--- config.mk ---
export PLATFORM = sky130hd
export DESIGN_NAME = mem_arbiter
export DESIGN_NICKNAME = d
export VERILOG_FILES = /design/src/rtl/mem_arbiter.sv
export SDC_FILE = /design/constraint.sdc
export NUM_CORES = 1
export LEC_CHECK = 0
export CORE_ASPECT_RATIO = 1.1
export CORE_MARGIN = 4
export CORE_UTILIZATION = 30
export CTS_CLUSTER_DIAMETER = 50
export DETAILED_ROUTE_END_ITERATION = 8
export HOLD_SLACK_MARGIN = 0.05
export PLACE_DENSITY = 0.87
export SETUP_SLACK_MARGIN = 0.05
export SKIP_CTS_REPAIR_TIMING = 1
export SLEW_MARGIN = 10
export SYNTH_ARGS = -nofsm -noshare
export SYNTH_HDL_FRONTEND = slang
export SYNTH_SLANG_ARGS = --single-unit
--- constraint.sdc ---
create_clock -name clk -period 1.75 [get_ports clk]
set_input_delay 0.175 -clock clk [delete_from_list [all_inputs] [get_ports clk]]
set_output_delay 0.175 -clock clk [all_outputs]
set_load 0.01 [all_outputs]
--- src/rtl/mem_arbiter.sv ---
// Two-port memory arbiter: instruction port A and data port B share one memory.
// Define ARB_ROUND_ROBIN_EN for round-robin; default build always favours port B.
module mem_arbiter #(
  parameter int ADDR_W = 32,
  parameter int DATA_W = 32
) (
  input  logic                clk,
  input  logic                rst_n,
  input  logic                read_a,
  input  logic [ADDR_W-1:0]   address_a,
  output logic                resp_a,
  output logic [DATA_W-1:0]   rdata_a,
  input  logic                read_b,
  input  logic                write,
  input  logic [ADDR_W-1:0]   address_b,
  input  logic [DATA_W-1:0]   wdata,
  input  logic [DATA_W/8-1:0] wmask,
  output logic                resp_b,
  output logic [DATA_W-1:0]   rdata_b,
  output logic                pmem_read,
  output logic                pmem_write,
  output logic [ADDR_W-1:0]   pmem_address,
  output logic [DATA_W-1:0]   pmem_wdata,
  output logic [DATA_W/8-1:0] pmem_wmask,
  input  logic [DATA_W-1:0]   pmem_rdata,
  input  logic                pmem_resp
);

  typedef enum logic [1:0] {
    IDLE,
    SERVE_A,
    SERVE_B
  } state_t;

  state_t state_q;
  state_t state_d;

  logic [ADDR_W-1:0]   addr_q;
  logic [DATA_W-1:0]   wdata_q;
  logic [DATA_W/8-1:0] wmask_q;
  logic                we_q;

  logic req_a;
  logic req_b;
  logic grant_b;
  logic start;

  assign req_a = read_a;
  assign req_b = read_b | write;

`ifdef ARB_ROUND_ROBIN_EN
  logic favor_b_q;

  // Pointer favours the port not served by the last completed transaction.
  always_ff @(posedge clk) begin
    if (!rst_n) begin
      favor_b_q <= 1'b1;
    end else if (pmem_resp && state_q == SERVE_A) begin
      favor_b_q <= 1'b1;
    end else if (pmem_resp && state_q == SERVE_B) begin
      favor_b_q <= 1'b0;
    end
  end

  assign grant_b = req_b & (~req_a | favor_b_q);
`else
  assign grant_b = req_b;
`endif

  // State register.
  always_ff @(posedge clk) begin
    if (!rst_n) begin
      state_q <= IDLE;
    end else begin
      state_q <= state_d;
    end
  end

  // Next-state: arbitrate in IDLE, return to IDLE on memory completion.
  always_comb begin
    state_d = state_q;
    start   = 1'b0;
    unique case (state_q)
      IDLE: begin
        if (grant_b) begin
          state_d = SERVE_B;
          start   = 1'b1;
        end else if (req_a) begin
          state_d = SERVE_A;
          start   = 1'b1;
        end
      end
      SERVE_A,
      SERVE_B: begin
        if (pmem_resp) begin
          state_d = IDLE;
        end
      end
      default: state_d = IDLE;
    endcase
  end

  // Capture the granted port's request so the memory sees a stable copy.
  always_ff @(posedge clk) begin
    if (!rst_n) begin
      addr_q  <= '0;
      wdata_q <= '0;
      wmask_q <= '0;
      we_q    <= 1'b0;
    end else if (start) begin
      if (grant_b) begin
        addr_q  <= address_b;
        wdata_q <= wdata;
        wmask_q <= wmask;
        we_q    <= write;
      end else begin
        addr_q  <= address_a;
        wdata_q <= '0;
        wmask_q <= '0;
        we_q    <= 1'b0;
      end
    end
  end

  // Memory-side and requester-side outputs.
  always_comb begin
    pmem_read    = 1'b0;
    pmem_write   = 1'b0;
    resp_a       = 1'b0;
    resp_b       = 1'b0;
    pmem_address = addr_q;
    pmem_wdata   = wdata_q;
    pmem_wmask   = wmask_q;
    rdata_a      = pmem_rdata;
    rdata_b      = pmem_rdata;
    if (state_q != IDLE) begin
      pmem_read  = ~we_q;
      pmem_write = we_q;
    end
    if (state_q == SERVE_A) begin
      resp_a = pmem_resp;
    end
    if (state_q == SERVE_B) begin
      resp_b = pmem_resp;
    end
  end

endmodule

# Word-level counts from Yosys, hierarchy flattened
# Index checks and enable logic that the tools add are counted.
# W data, S select, Z words.
[word_totals]
ff_bits = 71
input_bits = 138
output_inout_bits = 136
elab_cells = 30
[classes]
eq_ne = 4
mux = 15
bitwise_logic = 2
n_reduce_logical = 4
[op_table]
columns = ["op", "n"]
rows = [
  ["$mux W32", 2],
  ["$mux W1", 8],
  ["$mux W2", 3],
  ["$mux W4", 1],
  ["$pmux W2 S2", 1],
  ["$ne A3 B3 Y1 const B", 1],
  ["$eq A2 B1 Y1 const B", 1],
  ["$eq A2 B2 Y1 const B", 1],
  ["$logic_not A2 Y1", 1],
  ["$ne A2 B2 Y1 const B", 1],
  ["$reduce_and A2 Y1", 1],
  ["$reduce_bool A2 Y1", 1],
  ["$reduce_or A2 Y1", 1],
  ["$not A1 Y1", 1],
  ["$or A1 B1 Y1", 1],
]

# Longest topological paths before layout
# Gate-level depths: netlist (run 1).
[depth]
word_depth = 4
mapped_depth = 8
mapped_depth_nobuf = 5

# Worst setup path before layout (run 1)
# OpenSTA, ideal clock, no wires.
[synth_timing]
kind = "reg-to-reg"
startpoint = "register state_q[0]"
endpoint = "register addr_q[0], in the netlist pmem_address[0]"
setup_time_ns = 0.133
arrival_ns = 1.330
required_ns = 1.617
path_slack_ns = 0.287
path_stages_with_launch = 8
n_path_buf = 3
synth_period_minus_slack_ns = 1.463
cell_sequence = "dfxtp_1 inv_1 ha_1 buf_2 o31a_1 buf_2 buf_1 a21oi_1"
[synth_between]
elab_chain_cells = 2
[synth_rtl]
columns = ["item", "line", "rtl"]
rows = [
  ["start, declared", "35", "state_t state_q;"],
  ["start signal, assigned", "75", "state_q <= state_d;"],
  ["$logic_not A2 Y1", "83", "unique case (state_q)"],
  ["$mux W1", "83", ""],
  ["end signal, assigned", "112", "addr_q <= address_b;"],
  ["end signal, assigned", "117", "addr_q <= address_a;"],
  ["end, declared", "38", "logic [ADDR_W-1:0] addr_q;"],
]
# No other way between the ends.
# A chain may end at the register's enable or synchronous reset.

# Worst setup path after layout (run 1)
[layout_timing]
startpoint = "register state_q[0]"
endpoint = "register addr_q[13], in the netlist pmem_address[13]"
# The elaborated chain is that of the path after synthesis.

==> impl_metrics.yaml, run 1 <==
setup_path:
  crit_fanout: 64
  ff2ff_setup_slack_ns: 0.25
  path_cells: "inv_1, ha_2, o31a_2, buf_12, o21ai_0, a21oi_1"
  path_class: "reg -> reg"
  critPathMaxStageDelay_ns: 0.31
  end_kind: "flip-flop"
  crit_slowest_cell: "dfxtp_1"
  cp.arrival_ns: 1.76
  crit_required_ns: 2.01
  cp-start-kind: "flip-flop"
global_routing:
  overflow: 0
  grtUsageTotal: 0.150
  grt_pass1_wl_um: 14100
  grt_max_degree: 65
  grt_pass1_vias: 2727
  grt_antenna_before_repair: 4
synthesis:
  synth_ff_type: "dfxtp_1"
  yosys.cell_types.count: 25
  synthCells: 317
  synth_enable_flop_cells: 0
  synthTopCellsByCount: "dfxtp_1, buf_4, a22o_1"
  ys_top_cells_by_area: "dfxtp_1, buf_4, mux2i_1, a22o_1, a21oi_1"
  yosys_warnings: 0
  avgSynthCellArea_sq_um: 10.0
  yosys.area.top_type: "dfxtp_1"
  synth_area_sq_um: 3170
  synth-seq-cells: 71
  yosysMostFrequentCell: "dfxtp_1"
  syn_nets: 458
  synth_top_area_frac: 0.448
  seq_area_frac_synth: 0.448
  async_flop_share: 0
sta:
  min_period_ns: 1.50
  fin_skew_ns: 0.00512
  min_period_over_period: 0.858
  max-slew-margin-rel: 0.746
  timing.fmax_mhz: 666
  drv_slew: 0
  hold_violations: 0
  hold_ws_ns: 0.350
  tightest_slew_ns: 0.380
  finalSetupViolCount: 0
  rsz0062_at_grt: "no"
detailed_routing:
  dr.pass1.iters: 4
  wirelength_um: 9630
  dr.first_iter.drc_count: 43
  final_antenna_net_count: 0
  routed-wl-met3_um: 1150
  wl_per_cell_um: 16.9
  wl_met1_um: 3540
  top_layer: "met5"
  drcViolationCount: 0
  viasPerCell: 4.71
  vias: 2687
  met2_length_um: 4520
power:
  switching_share: 0.268
  power_frac_comb: 0.262
  powerDensity_nw_per_um2: 1040
  ir_drop_uv: 405
  clkPwrFrac: 0.354
  p_leak_nw: 2.04
  switchingPower_w: 0.00137
  p_int_w: 0.00374
  seq_power_share: 0.385
floorplanning:
  num_io_pins: 274
  rows: 39
  die_h_um: 116
  initial_core_util: 0.307
  dieArea_sq_um: 12300
  core-area_sq_um: 10300
  die_w_um: 106
status:
  status: "completed"
cells_and_area:
  final_util: 0.472
  area_growth_pct: 53.9
  num-nets-final: 562
  stdcell_area_sq_um: 4880
  drive_above_1_share: 0.0587
  stdcell_count: 570
hold_path:
  min_path_type: "in -> out"
clock_network:
  clock-sinks: 71
  clk_pin_slew_ns: 0.06
  cts_tree: "yes"
  clk_latency_ns: 0.33
  cts_max_path_buffers: 2
  cts_buffers: 9
  cts_htree_levels: 3
  cts-root-buf: "clkbuf_16"
place:
  globalplace.congestion: 0.713
  hpwl_um: 7610
  dp_cells: 553
  place_area_sq_um: 4570
  io_buffers: 177
job:
  cap_violations: 0
## routing by layer
layer / vias to the layer above / track usage
met3: 55 / 0.0780
met5: - / 0
met4: 4 / 0.0924
li1: 1273 / -
met2: 126 / 0.260
met1: 1229 / 0.143
## cells by family after synthesis
family,synth area share
AND/OR/NAND/NOR,0.0252
buffers and inverters,0.200
adder cells (fa/ha/maj),0.0118
AO/OA/AOI/OAI,0.214
multiplexers,0.101
flip-flops,0.448
## layout make-up
class	instances	area (sq um)
fill	936	5460
timing repair buffer	181	1850
sequential	71	1420
multi-input combinational	155	1120
clock buffer	9	225
tap	143	179
clock inverter	7	72.6
inverter	3	11.3
antenna	1	2.50
## registers in the layout, summed over array words and instances (netlist names)
name          cells
pmem_address     32
pmem_wdata       32
pmem_wmask        4
state_q           2
we_q              1
## critical path: cells and delay by family (launching register included)
family | cells | cell delay, ns
AOI/OAI and AO/OA | 3 | 0.46
buffers and inverters | 2 | 0.34
DFF | 1 | 0.31
adders and majority gates | 1 | 0.28
## power by group through the flow
stage / clock network [W] / registers (W) / logic (W)
2_1_floorplan: 0 / 0.00208 / 0.000628
3_3_place_gp: 0 / 0.00199 / 0.00131
3_5_place_dp: 0 / 0.00199 / 0.00134
4_1_cts: 0.00184 / 0.00196 / 0.00135
5_1_grt: 0.00191 / 0.00199 / 0.00144
6_report: 0.00181 / 0.00196 / 0.00134
## cell usage in the layout (no fill, tap or decap), types with 2 or more instances in the layout
cell type and count:
dfxtp_1 71, o21ai_0 2, clkinvlp_4 2, nor2b_1 3
and2_1 2, o21ai_1 32, mux2i_1 32, clkbuf_16 9
dlymetal6s2s_1 4, buf_12 3, ha_1 2, clkdlybuf4s50_1 173
a21oi_1 33, nor2_1 2, inv_1 3, clkinv_2 2
a22o_1 36
## through the flow
step           power, W  setup slack [ns]  setup TNS, ns
2_1_floorplan   0.00271             0.287              0
3_3_place_gp    0.00330            0.0836              0
4_1_cts         0.00515            -0.162         -0.322
5_1_grt         0.00534            0.0917              0
3_5_place_dp    0.00334            0.0408              0
6_report        0.00510             0.249              0
## path summary, 6_finish.rpt
path | startpoint | endpoint | depth (start not counted)
max reg2reg | state_q[0]$_SDFFE_PN0P_ | pmem_address[13]$_SDFFE_PN0P_ | 6
max | state_q[0]$_SDFFE_PN0P_ | pmem_address[13]$_SDFFE_PN0P_ | 6
min reg2reg | pmem_wdata[2]$_SDFFE_PN0P_ | pmem_wdata[2]$_SDFFE_PN0P_ | 1
min | pmem_rdata[21] | rdata_a[21] | 0
No activity file was read; power rests on OpenSTA's default activity.
==> run 2, diff against run 1 <==
clock period = 1.6 ns   (was 1.75 ns; I/O delays follow)
==> run 2 against run 1 <==
- combinational power is 15% higher
- sequential power is 9.7% higher
- hold slack worse by 0.030 ns
- fmax grew 2.7%
- flip-flop and latch count unchanged
- via count is 0.97% lower
- register-to-register slack worse by 0.11 ns
- power rose by 9.0%
- design area up 0.74%
- critical endpoint is now pmem_wdata[9]$_SDFFE_PN0P_
- largest cell class unchanged
==> impl_metrics.yaml, run 2 (synthesis gave the netlist of run 1 again) <==
status:
  status: "completed"
setup_path:
  cp-start-kind: "flip-flop"
  crit_slowest_cell: "dfxtp_1"
  path_class: "reg -> reg"
  path_buf_inv: 2
  crit_fanout: 36
  r2r_start: "state_q[1]$_SDFFE_PN0P_"
  crit_required_ns: 1.81
  end_kind: "flip-flop"
  crit_family: "compound AO/OA/AOI/OAI gates"
  critPathMaxStageDelay_ns: 0.33
  ff2ff_setup_slack_ns: 0.14
  cp.arrival_ns: 1.67
  rr_endpoint: "pmem_wdata[9]$_SDFFE_PN0P_"
  rr_worst_depth: 6
  path_cells: "inv_1, ha_2, o31a_4, nor2b_2, buf_12, a22o_1"
cells_and_area:
  antennaDiodeCount: 0
  stdcell_count: 572
  area_growth_pct: 55.1
  layout_commonest_cell: "clkdlybuf4s50_1"
  final_util: 0.476
  stdcell_area_sq_um: 4920
  drive_above_1_share: 0.0653
  layout_common_cells: "clkdlybuf4s50_1, dfxtp_1, a22o_1"
  num-nets-final: 565
floorplanning:
  core-area_sq_um: 10300
  die_h_um: 116
  num_io_pins: 274
  rows: 39
  dieArea_sq_um: 12300
  die_w_um: 106
  initial_core_util: 0.307
sta:
  min_period_over_period: 0.913
  min_period_ns: 1.46
  hold_violations: 0
  drv_slew: 0
  max-slew-margin-rel: 0.782
  tightest_slew_ns: 0.328
  setup_slack_ns: 0.139
  fin_skew_ns: 0.00474
  hold_ws_ns: 0.320
  timing.fmax_mhz: 684
  rsz0062_at_grt: "no"
  finalSetupViolCount: 0
hold_path:
  min-delay-start: "pmem_rdata[21]"
  min_path_type: "in -> out"
  hold_end: "rdata_a[21]"
  holdPathStages: 0
clock_network:
  clk_latency_ns: 0.32
  cts_buffers: 9
  cts-root-buf: "clkbuf_16"
  cts_htree_levels: 3
  clk_pin_slew_ns: 0.06
  cts_tree: "yes"
  cts_max_path_buffers: 2
  clock-sinks: 71
place:
  place_area_sq_um: 4580
  globalplace.congestion: 0.718
  dp_cells: 554
  hpwl_um: 7670
  io_buffers: 177
  dp_slack_ns: -0.117
global_routing:
  grt_pass1_wl_um: 14000
  overflow: 0
  grt_antenna_before_repair: 4
  grt_max_degree: 65
  grt_pass1_vias: 2688
  grtUsageTotal: 0.151
detailed_routing:
  wirelength_um: 10400
  vias: 2661
  wl_per_cell_um: 18.1
  viasPerCell: 4.65
  drcViolationCount: 0
  dr.first_iter.drc_count: 87
  final_antenna_net_count: 0
  dr.pass1.iters: 4
power:
  p_leak_nw: 2.07
  powerDensity_nw_per_um2: 1130
  ir_drop_uv: 607
job:
  cap_violations: 0
run 2: power by group:
| part | internal, W | switching [W] | total (W) | leakage (nW) |
|---|---|---|---|---|
| sequential | 0.00201 | 0.000133 | 0.00215 | 0.588 |
| clock | 0.00113 | 0.000744 | 0.00187 | 0.134 |
| combinational | 0.000903 | 0.000641 | 0.00154 | 1.34 |
| total | 0.00404 | 0.00152 | 0.00556 | 2.07 |
run 2: worst max path at each step:
stage / startpoint / endpoint / slack [ns] / cells after the start
floorplan: state_q[0]$_SDFFE_PN0P_ / pmem_address[0]$_SDFFE_PN0P_ / 0.14 / 7
global placement: read_b / pmem_wmask[1]$_SDFFE_PN0P_ / -0.05 / 4
detailed placement: read_b / pmem_wdata[9]$_SDFFE_PN0P_ / -0.12 / 4
CTS: state_q[1]$_SDFFE_PN0P_ / pmem_write / -0.28 / 4
global route: state_q[1]$_SDFFE_PN0P_ / pmem_wdata[9]$_SDFFE_PN0P_ / 0.07 / 6
finish: state_q[1]$_SDFFE_PN0P_ / pmem_wdata[9]$_SDFFE_PN0P_ / 0.14 / 6
run 2: per-stage QoR:
stage,power [W],TNS (ns)
floorplan,0.00296,0
global placement,0.00361,-1.73
detailed placement,0.00366,-3.81
CTS,0.00556,-0.809
global route,0.00582,0
finish,0.00556,0
run 2: final cells by class:
cell class / count / area, sq um
clock buffers: 11 / 253
clock inverters: 5 / 32.5
fillers: 951 / 5420
inverters: 3 / 11.3
multi-input cells: 156 / 1140
flip-flops and latches: 71 / 1420
well taps: 143 / 179
repair buffers: 183 / 1880
run 2: worst register-to-register path, stage by stage, from the launching register on:
cell	delay [ns]
dfxtp_1	0.33
inv_1	0.10
ha_2	0.25
o31a_4	0.22
nor2b_2	0.07
buf_12	0.16
a22o_1	0.22
run 2: metal layers:
metal  track usage  wire (um)
met2         0.256       4980
met5             0         45
met1         0.148       3780
met4        0.0734        325
met3        0.0886       1220
